File: src/rtl/ooop_defs.sv
// Shared core definitions: datapath width and memory access sizes.
package ooop_defs;

    localparam int XLEN = 32;

    typedef enum logic [1:0] {
        BYTE = 2'b00,
        HALF = 2'b01,
        WORD = 2'b10
    } mem_size_e;

endpackage

File: src/rtl/store_buffer.sv
// Store buffer: holds speculative stores, retires them in ROB order and
// drains committed stores to the data memory one write per cycle.
module store_buffer
    import ooop_defs::*;
#(
    parameter int DEPTH  = 8,
    parameter int TAG_W  = 6,
    parameter int XLEN_P = XLEN
) (
    input  logic                clk,
    input  logic                rst,

    input  logic                st_valid_i,
    output logic                st_ready_o,
    input  logic [31:0]         st_addr_i,
    input  logic [XLEN_P-1:0]   st_data_i,
    input  logic [1:0]          st_size_i,
    input  logic [TAG_W-1:0]    st_tag_i,
    output logic                st_misaligned_o,

    input  logic                commit_valid_i,
    input  logic [TAG_W-1:0]    commit_tag_i,
    input  logic                flush_i,

    output logic                mem_we_o,
    output logic [31:0]         mem_addr_o,
    output logic [XLEN_P-1:0]   mem_wdata_o,
    output logic [XLEN_P/8-1:0] mem_be_o,
    input  logic                mem_ready_i,

    input  logic [31:0]         ld_addr_i,
    output logic                ld_conflict_o,

    output logic                empty_o,
    output logic                full_o
);

    localparam int PTR_W = $clog2(DEPTH);
    localparam int BE_W  = XLEN_P / 8;

    // Pointers carry one extra wrap bit so full and empty are distinguishable.
    logic [PTR_W:0]      r_head;
    logic [PTR_W:0]      r_cmt;
    logic [PTR_W:0]      r_tail;
    logic                r_misaligned;

    logic [29:0]         r_addr [DEPTH];
    logic [XLEN_P-1:0]   r_data [DEPTH];
    logic [BE_W-1:0]     r_be   [DEPTH];
    logic [TAG_W-1:0]    r_tag  [DEPTH];

    logic [PTR_W-1:0]    w_head_idx;
    logic [PTR_W-1:0]    w_cmt_idx;
    logic [PTR_W-1:0]    w_tail_idx;
    logic [PTR_W:0]      w_count;
    logic [PTR_W:0]      w_cmt_next;
    logic                w_empty;
    logic                w_full;
    logic                w_misaligned;
    logic [BE_W-1:0]     w_be;
    logic [XLEN_P-1:0]   w_wdata;
    logic                w_enq;
    logic                w_commit;
    logic                w_drain;
    logic                w_ld_conflict;
    logic                w_unused_ld;

    assign w_head_idx = r_head[PTR_W-1:0];
    assign w_cmt_idx  = r_cmt[PTR_W-1:0];
    assign w_tail_idx = r_tail[PTR_W-1:0];
    assign w_count    = r_tail - r_head;
    assign w_empty    = (r_head == r_tail);
    assign w_full     = (w_head_idx == w_tail_idx) && (r_head[PTR_W] != r_tail[PTR_W]);

    always_comb begin
        w_misaligned = 1'b0;
        w_be         = '0;
        case (st_size_i)
            BYTE:    w_be = BE_W'(1) << st_addr_i[1:0];
            HALF: begin
                w_misaligned = st_addr_i[0];
                w_be         = BE_W'(3) << st_addr_i[1:0];
            end
            WORD: begin
                w_misaligned = |st_addr_i[1:0];
                w_be         = '1;
            end
            default: w_misaligned = 1'b1;
        endcase
    end

    assign w_wdata = st_data_i << {st_addr_i[1:0], 3'b000};

    // Ready looks only at pre-edge occupancy; a same-cycle drain does not free a slot.
    assign st_ready_o = !w_full && !flush_i;
    assign w_enq      = st_valid_i && st_ready_o && !w_misaligned;
    assign w_commit   = commit_valid_i && (r_cmt != r_tail) && (r_tag[w_cmt_idx] == commit_tag_i);
    assign w_drain    = mem_we_o && mem_ready_i;
    assign w_cmt_next = r_cmt + {{PTR_W{1'b0}}, w_commit};

    always_ff @(posedge clk) begin
        if (rst) begin
            r_head       <= '0;
            r_cmt        <= '0;
            r_tail       <= '0;
            r_misaligned <= 1'b0;
        end else begin
            r_head       <= r_head + {{PTR_W{1'b0}}, w_drain};
            r_cmt        <= w_cmt_next;
            r_tail       <= flush_i ? w_cmt_next : r_tail + {{PTR_W{1'b0}}, w_enq};
            r_misaligned <= st_valid_i && st_ready_o && w_misaligned;
        end
    end

    // NOTE: payload arrays are not reset; pointers alone decide which entries are live.
    always_ff @(posedge clk) begin
        if (w_enq) begin
            r_addr[w_tail_idx] <= st_addr_i[31:2];
            r_data[w_tail_idx] <= w_wdata;
            r_be[w_tail_idx]   <= w_be;
            r_tag[w_tail_idx]  <= st_tag_i;
        end
    end

    always_comb begin : ld_check
        logic [PTR_W-1:0] off;
        w_ld_conflict = 1'b0;
        off           = '0;
        for (int i = 0; i < DEPTH; i++) begin
            off = PTR_W'(i) - w_head_idx;
            if (({1'b0, off} < w_count) && (r_addr[i] == ld_addr_i[31:2])) begin
                w_ld_conflict = 1'b1;
            end
        end
    end

    assign w_unused_ld     = ^ld_addr_i[1:0];

    assign mem_we_o        = (r_head != r_cmt);
    assign mem_addr_o      = {r_addr[w_head_idx], 2'b00};
    assign mem_wdata_o     = r_data[w_head_idx];
    assign mem_be_o        = r_be[w_head_idx];
    assign ld_conflict_o   = w_ld_conflict;
    assign st_misaligned_o = r_misaligned;
    assign empty_o         = w_empty;
    assign full_o          = w_full;

endmodule

File: config.mk
export PLATFORM = sky130hd
export DESIGN_NAME = store_buffer
export DESIGN_NICKNAME = d
export VERILOG_FILES = /design/src/rtl/ooop_defs.sv /design/src/rtl/store_buffer.sv
export SDC_FILE = /design/constraint.sdc
export NUM_CORES = 1
export LEC_CHECK = 0
export ABC_CLOCK_PERIOD_IN_PS = 20400
export BUFFER_PORTS_ARGS = -buffer_cell sky130_fd_sc_hd__buf_2
export CAP_MARGIN = 20
export CORE_ASPECT_RATIO = 1.5
export CORE_MARGIN = 8
export CORE_UTILIZATION = 40
export CTS_CLUSTER_SIZE = 16
export DETAILED_ROUTE_END_ITERATION = 7
export PLACE_DENSITY = 0.65
export SLEW_MARGIN = 20
export SYNTH_ARGS = -nofsm -noshare
export SYNTH_HDL_FRONTEND = slang
export SYNTH_SLANG_ARGS = --single-unit
File: constraint.sdc
create_clock -name clk -period 20.4 [get_ports clk]
set_input_delay 2.04 -clock clk [delete_from_list [all_inputs] [get_ports clk]]
set_output_delay 2.04 -clock clk [all_outputs]
set_load 0.01 [all_outputs]
# Yosys cells after proc, flatten, opt, wreduce, memory -nomap -nowiden
# Memories as Yosys holds them, arrays and structs flattened. A register that Yosys moved wholly into a read port is not among the register bits.
# Cells that the tools add are included.
op_classes:
  n_addsub: 12
  order_cmp: 8
  n_eq_ne: 16
  shift: 3
  mux: 17
  n_reduce_logical: 21
op_table:
  columns: ["cell", "n"]
  rows:
  - ["equality test 30 bit", 8]
  - ["< comparator 3 x 4 -> 1 bit", 8]
  - ["<< shifter 32 x 5 -> 32 bit", 1]
  - ["logical AND 1 bit", 16]
  - ["adder 4 x 1 -> 4 bit", 3]
  - ["two-way mux 3 bit", 4]
  - ["one-hot mux 4 bit (3 select lines)", 1]
  - ["subtractor 3 bit (first input constant)", 4]
  - ["two-way mux 1 bit", 10]
  - ["inequality test 4 bit", 2]
  - ["equality test 6 bit", 1]
  - ["subtractor 1 x 3 -> 3 bit (first input constant)", 2]
  - ["subtractor 2 x 3 -> 3 bit (first input constant)", 2]
  - ["equality test 4 bit", 1]
  - ["two-way mux 4 bit", 1]
  - ["<< shifter 1 x 2 -> 4 bit (first input constant)", 1]
  - ["<< shifter 2 x 2 -> 4 bit (first input constant)", 1]
  - ["subtractor 4 bit", 1]
  - ["equality test 3 bit", 1]
  - ["zero test 1 bit", 3]
  - ["one-hot mux 1 bit (3 select lines)", 1]
  - ["equality test 2 x 1 -> 1 bit (second input constant)", 1]
  - ["equality test 2 bit (second input constant)", 1]
  - ["zero test 2 bit", 1]
  - ["2 further kinds", 2]
totals:
  reg_bits: 13
  mem_bits_rw: 576
  inputBits: 116
  out_inout_bits: 74
  word_cells: 85
  n_memories: 4
mem_list:
  columns: ["name", "words", "word_bits", "read_ports", "rd_clocked_by_memory_dff", "wr", "line", "rtl"]
  rows:
  - ["r_data", 8, 32, 1, 1, 1, "store_buffer.sv:48", "logic [XLEN_P-1:0] r_data [DEPTH];"]
  - ["r_addr", 8, 30, 9, 1, 1, "store_buffer.sv:47", "logic [29:0] r_addr [DEPTH];"]
  - ["r_tag", 8, 6, 1, 1, 1, "store_buffer.sv:50", "logic [TAG_W-1:0] r_tag [DEPTH];"]
  - ["r_be", 8, 4, 1, 1, 1, "store_buffer.sv:49", "logic [BE_W-1:0] r_be [DEPTH];"]

# Depth between registers and ports, before layout
# Gate-level depths: netlist of run 1.
logic_depth:
  ltp_word: 11
  ltp_mapped: 15
  mapped_depth_nobuf: 12

# Least setup slack after synthesis of run 1
# OpenSTA, ideal clock, no wires.
synth_path:
  path_type: "input-to-reg"
  from: "input flush_i"
  to: "memory r_addr[1][0], enable pin"
  arrival_time_ps: 7720
  path_slack_ps: 12090
  cell_stages: 6
  path_buffers: 1
  path_cell_list: "clkbuf_1 > nor2_1 > nand2_1 > nor2_1 > nand2_1 > nor3_1"
synth_between:
  elab_chain_len: 6
synth_rtl:
  columns: ["element", "line", "rtl"]
  rows:
  - ["start: declaration", "store_buffer.sv:23", "input logic flush_i,"]
  - ["zero test 1 bit", "store_buffer.sv:95", "assign st_ready_o = !w_full && !flush_i;"]
  - ["logical AND 1 bit", "store_buffer.sv:95", null]
  - ["via st_ready_o", "store_buffer.sv:14", "output logic st_ready_o,"]
  - ["logical AND 1 bit (2 in a row)", "store_buffer.sv:96", "assign w_enq = st_valid_i && st_ready_o && !w_misaligned;"]
  - ["two-way mux 1 bit", "store_buffer.sv:117", "if (w_enq) begin"]
  - ["two-way mux 1 bit (not written as such)", "store_buffer.sv:118", "r_addr[w_tail_idx] <= st_addr_i[31:2];"]
  - ["end: declaration", "store_buffer.sv:47", null]
# The timed path passes the listed nets, and every way through them passes these cells.

# Worst setup path in the final report of run 1
layout_path:
  from: "input ld_addr_i[9]"
  to: "output ld_conflict_o"
layout_between:
  elab_chain_len: 10
  elab_cells_between_ends: 24
layout_rtl:
  columns: ["element", "line", "rtl"]
  rows:
  - ["start: declaration", "store_buffer.sv:31", "input logic [31:0] ld_addr_i,"]
  - ["equality test 30 bit", "store_buffer.sv:131", "if (({1'b0, off} < w_count) && (r_addr[i] == ld_addr_i[31:2])) begin"]
  - ["logical AND 1 bit", "store_buffer.sv:131", null]
  - ["two-way mux 1 bit (7 in a row)", "store_buffer.sv:131", null]
  - ["two-way mux 1 bit *", "store_buffer.sv:131", null]
  - ["end: declaration", "store_buffer.sv:32", "output logic ld_conflict_o,"]
# Every way passes the cells marked *; elsewhere a longest branch is shown, timed or not.

==> out/results.tsv, run 1 <==
stage	metric	value	unit
yosys	synthFlopType	edfxtp_1	
power_and_ir_drop	power_switching	0.0005266	W
timing	setup_violations	0	
cts	cts_buffers	54	
drt	finalWirelength	74050	µm
setup_path	required	18360	ps
timing	tns	0	ps
yosys	postSynthAreaPerCell	16.62	µm²
timing	setup_slack	13300	ps
job	cap_viol_max_count	0	
timing	slew_viol_final	0	
floorplanning	core-area	64470	µm²
yosys	yosysMostFrequentCell	edfxtp_1	
yosys	synth_edf_count	576	
cts	cts_root_buffer	clkbuf_16	
yosys	yosysUniqueCellTypes	42	
yosys	synth_top_area_share	66.35	%
power_and_ir_drop	seqPwrFrac	53.9	%
final_layout	utilization	46.14	%
yosys	async_flop_share	0	%
final_layout	stdcell_area	29750	µm²
hold_path	hold_depth	2	
yosys	ys_top_cells_by_count	edfxtp_1, nand2_1, xor2_1	
setup_path	worstRegToRegCells	11	
yosys	yosys.area.top_type	edfxtp_1	
floorplanning	io_pins	190	
status	status	finished, final reports clean	
setup_path	r2r_setup_slack	15550	ps
cts	clk_latency	620	ps
drt	postRouteAntennaNets	0	
final_layout	multiInputGateArea	8132	µm²
yosys	syn_inst	1568	
timing	fin_crit	7103	ps
placement	dp_slack	13270	ps
final_layout	seqCellArea	17570	µm²
floorplanning	dieArea	73760	µm²
global_route	gr-total-overflow	0	
cts	clockBufferDepth	3	
timing	fin_skew	20.90	ps
drt	drcViolationCount	0	
drt	dr.pass1.iters	5	
global_route	grt_pass1_vias	15140	
power_and_ir_drop	power.density	83.53	nW/µm²
drt	wirelength_met1	26770	µm
floorplanning	chipWidth	224.4	µm
global_route	grt_start_max_net_pins	60	
drt	avgRoutedWirePerCell	27.84	µm
power_and_ir_drop	p_int	0.001958	W
placement	dpl.hpwl	50000	µm
final_layout	final_net_count	1876	
timing	worst_slew_pin_slew	1019	ps
drt	dr_wl_met2	38160	µm
timing	rsz0062_at_grt	no	
setup_path	worstReg2RegStart	r_head[2]$_SDFF_PP0_	
placement	placed_area	27930	µm²
setup_path	worstReg2RegEnd	r_data[7][15]$_DFFE_PP_	
setup_path	start_kind	input pin	
setup_path	critPathMaxFanout	8	
yosys	syn_area	26070	µm²
floorplanning	rows	114	
cts	cts-hold-fix-buffers	0	
timing	fmax	140.8	MHz
cts	h-tree-depth	2	
placement	io_buffer_count	185	
final_layout	areaGrowthSynthToFinish	14.13	%
setup_path	crit_type	input pin to output pin	
power_and_ir_drop	p_leak	9.855	nW
power_and_ir_drop	pwr-share-clk	41.2	%
cts	cts_tree	yes	
drt	met3WireLength	4425	µm
power_and_ir_drop	switching_share	21.19	%
setup_path	end_kind	output pin	
final_layout	fill_cells	5638	
yosys	synth_warnings	0	
yosys	seq_area_frac_synth	67.35	%
drt	routed_via_density	5.434	
global_route	antenna_found_initial	11	
drt	drt_iter0_markers	1211	
hold_path	hp-start	r_head[3]$_SDFF_PP0_	
drt	route.top_layer_used	met4	
global_route	grt.total_usage	19.86	%
floorplanning	initial_utilization	40.43	%
cts	cts_setup_buffers	0	
power_and_ir_drop	p_comb_share	4.9	%
power_and_ir_drop	peakVddDrop	67.19	µV
floorplanning	die_h	328.7	µm
hold_path	hold-path-endpoint	r_head[3]$_SDFF_PP0_	
final_layout	drive_above_1_share	25.25	%
yosys	synth_area_leaders	edfxtp_1, mux4_2, xor2_1	
timing	hold_viol	0	
cts	post_cts_resized	0	
setup_path	cp.arrival	5060	ps
placement	gp_congestion	0.9693	
timing	max_slew_margin	31.36	%
timing	min_period_over_period	34.82	%
global_route	grt_pass1_wl	106100	µm
cts	clkTransAtPathRegs	60	ps
hold_path	worstHoldPathType	flip-flop to flip-flop	
yosys	ys_ff_latch	589	
cts	cts.sinks	589	
drt	num_vias	14450	
==> layout make-up <==
cell class / count / share of cell area [%]
clock inverters: 36 / 1.228
inverters: 7 / 0.08832
multi-input cells: 878 / 27.33
diodes: 4 / 0.03365
well taps: 870 / 3.659
clock buffers: 63 / 4.727
repair buffers: 213 / 3.878
flip-flops and latches: 589 / 59.05
==> through the flow <==
stage | std cells | total power, W | hold slack [ps]
floorplan | 1569 | 0.001431 | 539.0
global placement | 2554 | 0.001485 | 579.5
detailed placement | 2554 | 0.001488 | 585.5
CTS | 2653 | 0.002505 | 599.8
global route | 2656 | 0.002553 | 629.7
finish | 2660 | 0.002485 | 591.2
==> logic make-up (layout without fill, tap and decap cells) <==
| family | after synthesis | count (layout) | share of synthesized area (%) |
|---|---|---|---|
| flops | 589 | 589 | 67.35 |
| simple gates | 386 | 386 | 6.840 |
| xor+xnor | 264 | 264 | 8.870 |
| mux | 169 | 169 | 13.40 |
| buf+inv | 102 | 319 | 1.704 |
| compound gates | 40 | 40 | 0.9456 |
| fa+ha+maj | 17 | 17 | 0.8736 |
| other cells | 1 | 6 | 0.01439 |
==> state kept, by name, summed over array words and instances (netlist names) <==
signal / count
r_cmt: 4
r_be: 32
r_tail: 4
r_head: 4
r_data: 256
r_addr: 240
r_tag: 48
st_misaligned_o: 1
==> critical path, stage by stage <==
cell and delay, ps:
buf_2 210, xor2_1 300, nor4_1 800, nand4_1 220
nor4_1 760, nor4b_1 120, nor4_1 300, or4_1 150
buf_2 160
==> routing by layer <==
metal  vias to the layer above  GRT usage [%]
met5                         -              0
met4                         0          11.27
met3                       156          3.756
met2                       545          35.17
met1                      7428          22.20
li1                       6325              -
==> placed cells by master (no fill, tap or decap), types with 9 or more instances in the layout <==
cell type / instances
xor2_1: 155
o21ai_0: 11
ha_1: 15
a211oi_1: 11
clkinv_2: 9
a21oi_1: 10
clkinv_1: 15
dfxtp_1: 10
nor4_1: 43
buf_4: 25
buf_2: 186
and2_1: 9
clkbuf_16: 55
xnor2_1: 109
mux2i_1: 25
edfxtp_1: 576
mux4_2: 144
nand4_1: 32
nand2_1: 220
nor2b_1: 15
nor2_1: 30
==> worst max-delay path by stage <==
stage                       startpoint                     end  slack [ps]  cells past startpoint
after floorplan                flush_i  r_addr[1][0]$_DFFE_PP_       12090                      6
after global placement    ld_addr_i[9]           ld_conflict_o       13250                      9
after detailed placement  ld_addr_i[9]           ld_conflict_o       13270                      9
after CTS                 ld_addr_i[9]           ld_conflict_o       13270                      9
after global routing      ld_addr_i[9]           ld_conflict_o       13250                      9
final                     ld_addr_i[9]           ld_conflict_o       13300                      9
==> power groups by stage <==
stage	combinational, W	clock (W)	sequential [W]
after CTS	0.000122	0.00104	0.00134
after detailed placement	0.000122	0	0.00137
after global routing	0.000130	0.00108	0.00134
after floorplan	0.0000649	0	0.00137
final	0.000122	0.00102	0.00134
after global placement	0.000120	0	0.00137
Power figures use the tool's default switching activity.
==> inputs of run 2 (changes only) <==
--- a/config.mk
+++ b/config.mk
@@ -5,7 +5,7 @@
 export SDC_FILE = /design/constraint.sdc
 export NUM_CORES = 1
 export LEC_CHECK = 0
-export ABC_CLOCK_PERIOD_IN_PS = 20400
+export ABC_CLOCK_PERIOD_IN_PS = 5800
 export BUFFER_PORTS_ARGS = -buffer_cell sky130_fd_sc_hd__buf_2
 export CAP_MARGIN = 20
 export CORE_ASPECT_RATIO = 1.5
@@ -13,7 +13,7 @@
 export CORE_UTILIZATION = 40
 export CTS_CLUSTER_SIZE = 16
 export DETAILED_ROUTE_END_ITERATION = 7
-export PLACE_DENSITY = 0.65
+export PLACE_DENSITY = 0.67
 export SLEW_MARGIN = 20
 export SYNTH_ARGS = -nofsm -noshare
 export SYNTH_HDL_FRONTEND = slang
==> constraint.sdc (replaced) <==
create_clock -name clk -period 5.8 [get_ports clk]
set_input_delay 0.58 -clock clk [delete_from_list [all_inputs] [get_ports clk]]
set_output_delay 0.58 -clock clk [all_outputs]
set_load 0.01 [all_outputs]
==> out/results.tsv, run 2 (synthesized netlist as in run 1, its figures left out) <==
stage	metric	value	unit
setup_path	worstRegToRegCells	10	
timing	hold_viol	0	
cts	cts_tree	yes	
setup_path	required	5220	ps
setup_path	worstReg2RegEnd	r_addr[3][25]$_DFFE_PP_	
setup_path	crit_type	flip-flop to output pin	
power_and_ir_drop	peakVddDrop	262.6	µV
global_route	antenna_found_initial	9	
drt	routed_via_density	5.431	
drt	drcViolationCount	0	
drt	postRouteAntennaNets	0	
timing	slew_viol_final	0	
placement	gp_congestion	0.9598	
final_layout	largest_register	r_data	
setup_path	crit_path_top_delay_cell	dfxtp_4	
cts	cts-hold-fix-buffers	0	
setup_path	critical_path.startpoint	r_head[2]$_SDFF_PP0_	
drt	drt_iter0_markers	1271	
setup_path	start_kind	flip-flop	
power_and_ir_drop	pwr-share-clk	41.1	%
timing	whs	250.8	ps
placement	dpl.hpwl	49480	µm
timing	setup_violations	0	
hold_path	worstHoldPathType	input pin to flip-flop	
cts	cts_root_buffer	clkbuf_16	
power_and_ir_drop	switching_share	21.33	%
final_layout	drive_above_1_share	25.50	%
drt	avgRoutedWirePerCell	27.42	µm
setup_path	cp.arrival	4290	ps
timing	max_slew_margin	13.90	%
final_layout	instances_no_fill	2657	
placement	io_buffer_count	185	
cts	clockBufferDepth	3	
timing	worst_slew_pin_slew	1280	ps
power_and_ir_drop	p_comb_share	4.9	%
setup_path	critPathMaxFanout	33	
floorplanning	initial_utilization	40.43	%
cts	clk_latency	610	ps
final_layout	utilization	46.26	%
timing	fin_crit	4870	ps
placement	post-place-cells	2556	
global_route	grt_start_max_net_pins	107	
final_layout	final_net_count	1875	
floorplanning	chipWidth	224.4	µm
power_and_ir_drop	power.density	292.7	nW/µm²
timing	fmax	205.3	MHz
power_and_ir_drop	power_switching	0.001861	W
cts	clkTransAtPathRegs	70	ps
power_and_ir_drop	p_int	0.006868	W
power_and_ir_drop	p_leak	9.870	nW
cts	post_cts_resized	0	
setup_path	end_kind	output pin	
floorplanning	die_h	328.7	µm
power_and_ir_drop	seqPwrFrac	54.0	%
drt	finalWirelength	72850	µm
cts	h-tree-depth	2	
setup_path	path_cells	inv_2 > ha_1 > o21a_1 > or3_1 > and2_4 > nor4b_1 > nor3_1 > or4_1 > buf_2	
final_layout	stdcell_area	29820	µm²
floorplanning	dieArea	73760	µm²
setup_path	critical_path.max_stage_delay	710	ps
final_layout	areaGrowthSynthToFinish	14.40	%
setup_path	r2r_setup_slack	1580	ps
placement	placed_area	28040	µm²
global_route	gr-total-overflow	0	
global_route	grt_pass1_wl	105300	µm
timing	min_period_over_period	83.97	%
final_layout	reg_top3	r_data (256), r_addr (240), r_tag (48)	
final_layout	final_common_cell	edfxtp_1	
final_layout	largest_register_ffs	256	
global_route	grt_pass1_vias	15030	
final_layout	layout_common_cells	edfxtp_1, nand2_1, buf_2	
status	status	finished, final reports clean	
floorplanning	rows	114	
job	cap_viol_max_count	0	
cts	cts_buffers	54	
setup_path	critical_path.top_delay_family	simple AND/OR/NAND/NOR gates	
floorplanning	core-area	64470	µm²
timing	rsz0062_at_grt	no	
setup_path	critical_path_depth	9	
global_route	grt.total_usage	19.58	%
drt	num_vias	14430	
setup_path	critPathCapture	ld_conflict_o	
drt	dr.pass1.iters	5	
floorplanning	io_pins	190	
setup_path	cp_num_buf_inv	2	
cts	cts.sinks	589	
timing	fin_skew	29.94	ps
cts	cts_setup_buffers	0	
setup_path	worstReg2RegStart	r_head[2]$_SDFF_PP0_	
power_and_ir_drop	total_power	0.008729	W
hold_path	hp-start	st_addr_i[4]	
==> run 2: worst min path at each step <==
stage / to / slack (ps) / cells after the start
after floorplan: r_head[3]$_SDFF_PP0_ / 540 / 2
after global placement: r_cmt[3]$_SDFF_PP0_ / 580 / 2
after detailed placement: r_cmt[3]$_SDFF_PP0_ / 590 / 2
after CTS: r_addr[2][2]$_DFFE_PP_ / 230 / 1
after global routing: r_addr[2][0]$_DFFE_PP_ / 250 / 1
final: r_addr[2][2]$_DFFE_PP_ / 250 / 1
==> run 2: per-layer routing <==
layer | vias to the layer above | GRT usage [%] | wire length [µm]
met4 | 6 | 10.13 | 4329
met1 | 7417 | 22.43 | 26860
met5 | - | 0 | 34
met2 | 521 | 35.09 | 38020
met3 | 154 | 2.926 | 3607
li1 | 6333 | - | -
==> run 2: stage by stage <==
| stage | TNS [ps] | setup WS [ps] |
|---|---|---|
| floorplan | -124230 | -287.6 |
| global placement | 0 | 1514 |
| detailed placement | 0 | 1489 |
| CTS | 0 | 895.1 |
| global route | 0 | 784.3 |
| finish | 0 | 930.0 |
==> run 2: cell type report <==
class                      instances  area (µm²)
fill                            5631       34650
sequential                       589       17570
multi-input combinational        878        8138
clock buffer                      60        1374
timing repair buffer             212        1220
tap                              870        1089
clock inverter                    38       400.4
inverter                           7       26.28
antenna                            3       7.507
==> run 2: power by group through the flow <==
stage / registers, W / logic [W] / clock network [W]
after floorplan: 0.00480 / 0.000229 / 0
after global placement: 0.00480 / 0.000422 / 0
after detailed placement: 0.00481 / 0.000431 / 0
after CTS: 0.00471 / 0.000432 / 0.00365
after global routing: 0.00471 / 0.000457 / 0.00378
final: 0.00471 / 0.000428 / 0.00359
==> inputs of run 3 (changes only) <==
--- a/config.mk
+++ b/config.mk
@@ -5,7 +5,7 @@
 export SDC_FILE = /design/constraint.sdc
 export NUM_CORES = 1
 export LEC_CHECK = 0
-export ABC_CLOCK_PERIOD_IN_PS = 5800
+export ABC_CLOCK_PERIOD_IN_PS = 4900
 export BUFFER_PORTS_ARGS = -buffer_cell sky130_fd_sc_hd__buf_2
 export CAP_MARGIN = 20
 export CORE_ASPECT_RATIO = 1.5
@@ -13,7 +13,7 @@
 export CORE_UTILIZATION = 40
 export CTS_CLUSTER_SIZE = 16
 export DETAILED_ROUTE_END_ITERATION = 7
-export PLACE_DENSITY = 0.67
+export PLACE_DENSITY = 0.65
 export SLEW_MARGIN = 20
 export SYNTH_ARGS = -nofsm -noshare
 export SYNTH_HDL_FRONTEND = slang
==> constraint.sdc (replaced) <==
create_clock -name clk -period 4.9 [get_ports clk]
set_input_delay 0.49 -clock clk [delete_from_list [all_inputs] [get_ports clk]]
set_output_delay 0.49 -clock clk [all_outputs]
set_load 0.01 [all_outputs]
==> out/results.tsv, run 3 (synthesized netlist as in run 1, its figures left out) <==
stage	metric	value	unit
drt	routed_via_density	5.384	
floorplanning	core-area	64470	µm²
cts	cts_tree	yes	
setup_path	crit_path_top_delay_cell	dfxtp_4	
final_layout	final_common_cell	edfxtp_1	
drt	dr.pass1.iters	5	
timing	setup_violations	0	
drt	num_vias	14340	
setup_path	path_cells	ha_1 > fa_1 > ha_1 > nor2_1 > nor2_1 > nand2_1 > nor4b_1 > nor4_1 > or4_1 > buf_2	
timing	max_slew_margin	20.48	%
global_route	grt.total_usage	19.83	%
timing	fmax	238.5	MHz
floorplanning	initial_utilization	40.43	%
status	status	finished, final reports clean	
final_layout	fill_cells	5628	
cts	cts_buffers	54	
placement	dp_slack	985.4	ps
final_layout	instances_no_fill	2663	
floorplanning	chipWidth	224.4	µm
final_layout	reg_top3	r_data (256), r_addr (240), r_tag (48)	
final_layout	layout_common_cells	edfxtp_1, nand2_1, buf_2	
cts	cts.sinks	589	
floorplanning	die_h	328.7	µm
drt	drcViolationCount	0	
setup_path	end_kind	output pin	
drt	drt_iter0_markers	1274	
global_route	grt_start_max_net_pins	70	
setup_path	critPathMaxFanout	25	
floorplanning	io_pins	190	
final_layout	largest_register_ffs	256	
power_and_ir_drop	peakVddDrop	260.8	µV
setup_path	critical_path.top_delay_family	simple AND/OR/NAND/NOR gates	
job	cap_viol_max_count	0	
final_layout	multiInputGateArea	8138	µm²
timing	slew_viol_final	0	
cts	clk_latency	650	ps
drt	postRouteAntennaNets	0	
cts	h-tree-depth	2	
cts	clkTransAtPathRegs	70	ps
floorplanning	dieArea	73760	µm²
timing	hold_viol	0	
setup_path	cp.arrival	3700	ps
global_route	gr-total-overflow	0	
placement	io_buffer_count	185	
placement	dpl.hpwl	50230	µm
final_layout	seqCellArea	17570	µm²
global_route	grt_pass1_vias	15110	
setup_path	cp_num_buf_inv	1	
cts	cts-hold-fix-buffers	0	
drt	avgRoutedWirePerCell	27.75	µm
timing	fin_skew	49.48	ps
global_route	antenna_found_initial	11	
setup_path	crit_type	flip-flop to output pin	
cts	cts_root_buffer	clkbuf_16	
hold_path	worstHoldPathType	input pin to flip-flop	
power_and_ir_drop	power.density	342.1	nW/µm²
final_layout	final_net_count	1878	
placement	post-place-cells	2559	
timing	setup_slack	707.3	ps
placement	gp_congestion	0.8978	
cts	clockBufferDepth	3	
final_layout	largest_register	r_data	
floorplanning	rows	114	
timing	fin_crit	4193	ps
setup_path	critical_path.max_stage_delay	660	ps
timing	rsz0062_at_grt	no	
global_route	grt_pass1_wl	105700	µm
setup_path	start_kind	flip-flop	
power_and_ir_drop	p_leak	9.819	nW
drt	finalWirelength	73910	µm
final_layout	areaGrowthSynthToFinish	13.97	%
timing	worst_slew_pin_slew	1193	ps
final_layout	drive_above_1_share	25.24	%
timing	min_period_over_period	85.57	%
setup_path	required	4410	ps
cts	cts_setup_buffers	0	
cts	post_cts_resized	0	
run 3: cell count changes in the layout (fill, tap and decap cells not counted), sizes merged:
cell / change
clkinvlp: +1
clkinv: +2
bufinv: -4
buf: +3
clkbuf: +2
diode: +3
inv: -1
run 3: worst reg2reg max path, delay by kind of cell (launching register included):
kind / cells / cell delay (ps)
AND/OR/NAND/NOR: 7 / 1130
buffers and inverters: 2 / 800
flip-flops: 1 / 660
adder cells (fa/ha/maj): 1 / 330
run 3: worst paths after layout:
kind,startpoint,end,slack [ps],cells after the start
hold / removal,st_addr_i[10],r_addr[2][8]$_DFFE_PP_,100,1
setup / recovery,r_head[0]$_SDFF_PP0_,ld_conflict_o,710,10
hold reg to reg,r_head[3]$_SDFF_PP0_,r_head[3]$_SDFF_PP0_,600,2
setup reg to reg,r_head[0]$_SDFF_PP0_,r_addr[5][26]$_DFFE_PP_,1510,10
run 3: metal layers:
| metal | wire (µm) | vias up | GRT usage [%] |
|---|---|---|---|
| met3 | 3816 | 129 | 3.194 |
| met5 | 0 | - | 0 |
| met2 | 39340 | 446 | 36.34 |
| li1 | - | 6326 | - |
| met1 | 27050 | 7436 | 22.30 |
| met4 | 3696 | 0 | 9.204 |
run 3: final cells by class:
cell class,instances,area share (%)
tap,870,3.664
clock inverter,36,1.061
clock buffer,62,4.650
antenna,6,0.05054
multi-input combinational,878,27.39
timing repair buffer,215,3.959
inverter,7,0.08844
sequential,589,59.13
run 3: stage by stage:
step                cell area [µm²]  hold slack [ps]  utilization [%]  power, W  TNS, ps
finish                        29710            103.6            46.08   0.01016        0
global route                  29700            102.9            46.06   0.01043        0
CTS                           29690            77.41            46.06   0.01024        0
detailed placement            28000            578.3            43.42  0.006201        0
global placement              28000            571.7            43.42  0.006189        0
floorplan                     26080            539.0                -  0.005957  -642630
run 3: power breakdown:
| part | internal [W] | switching (W) | total [W] |
|---|---|---|---|
| logic | 0.000162 | 0.000346 | 0.000509 |
| registers | 0.00557 | 0.0000116 | 0.00558 |
| clock network | 0.00220 | 0.00188 | 0.00408 |
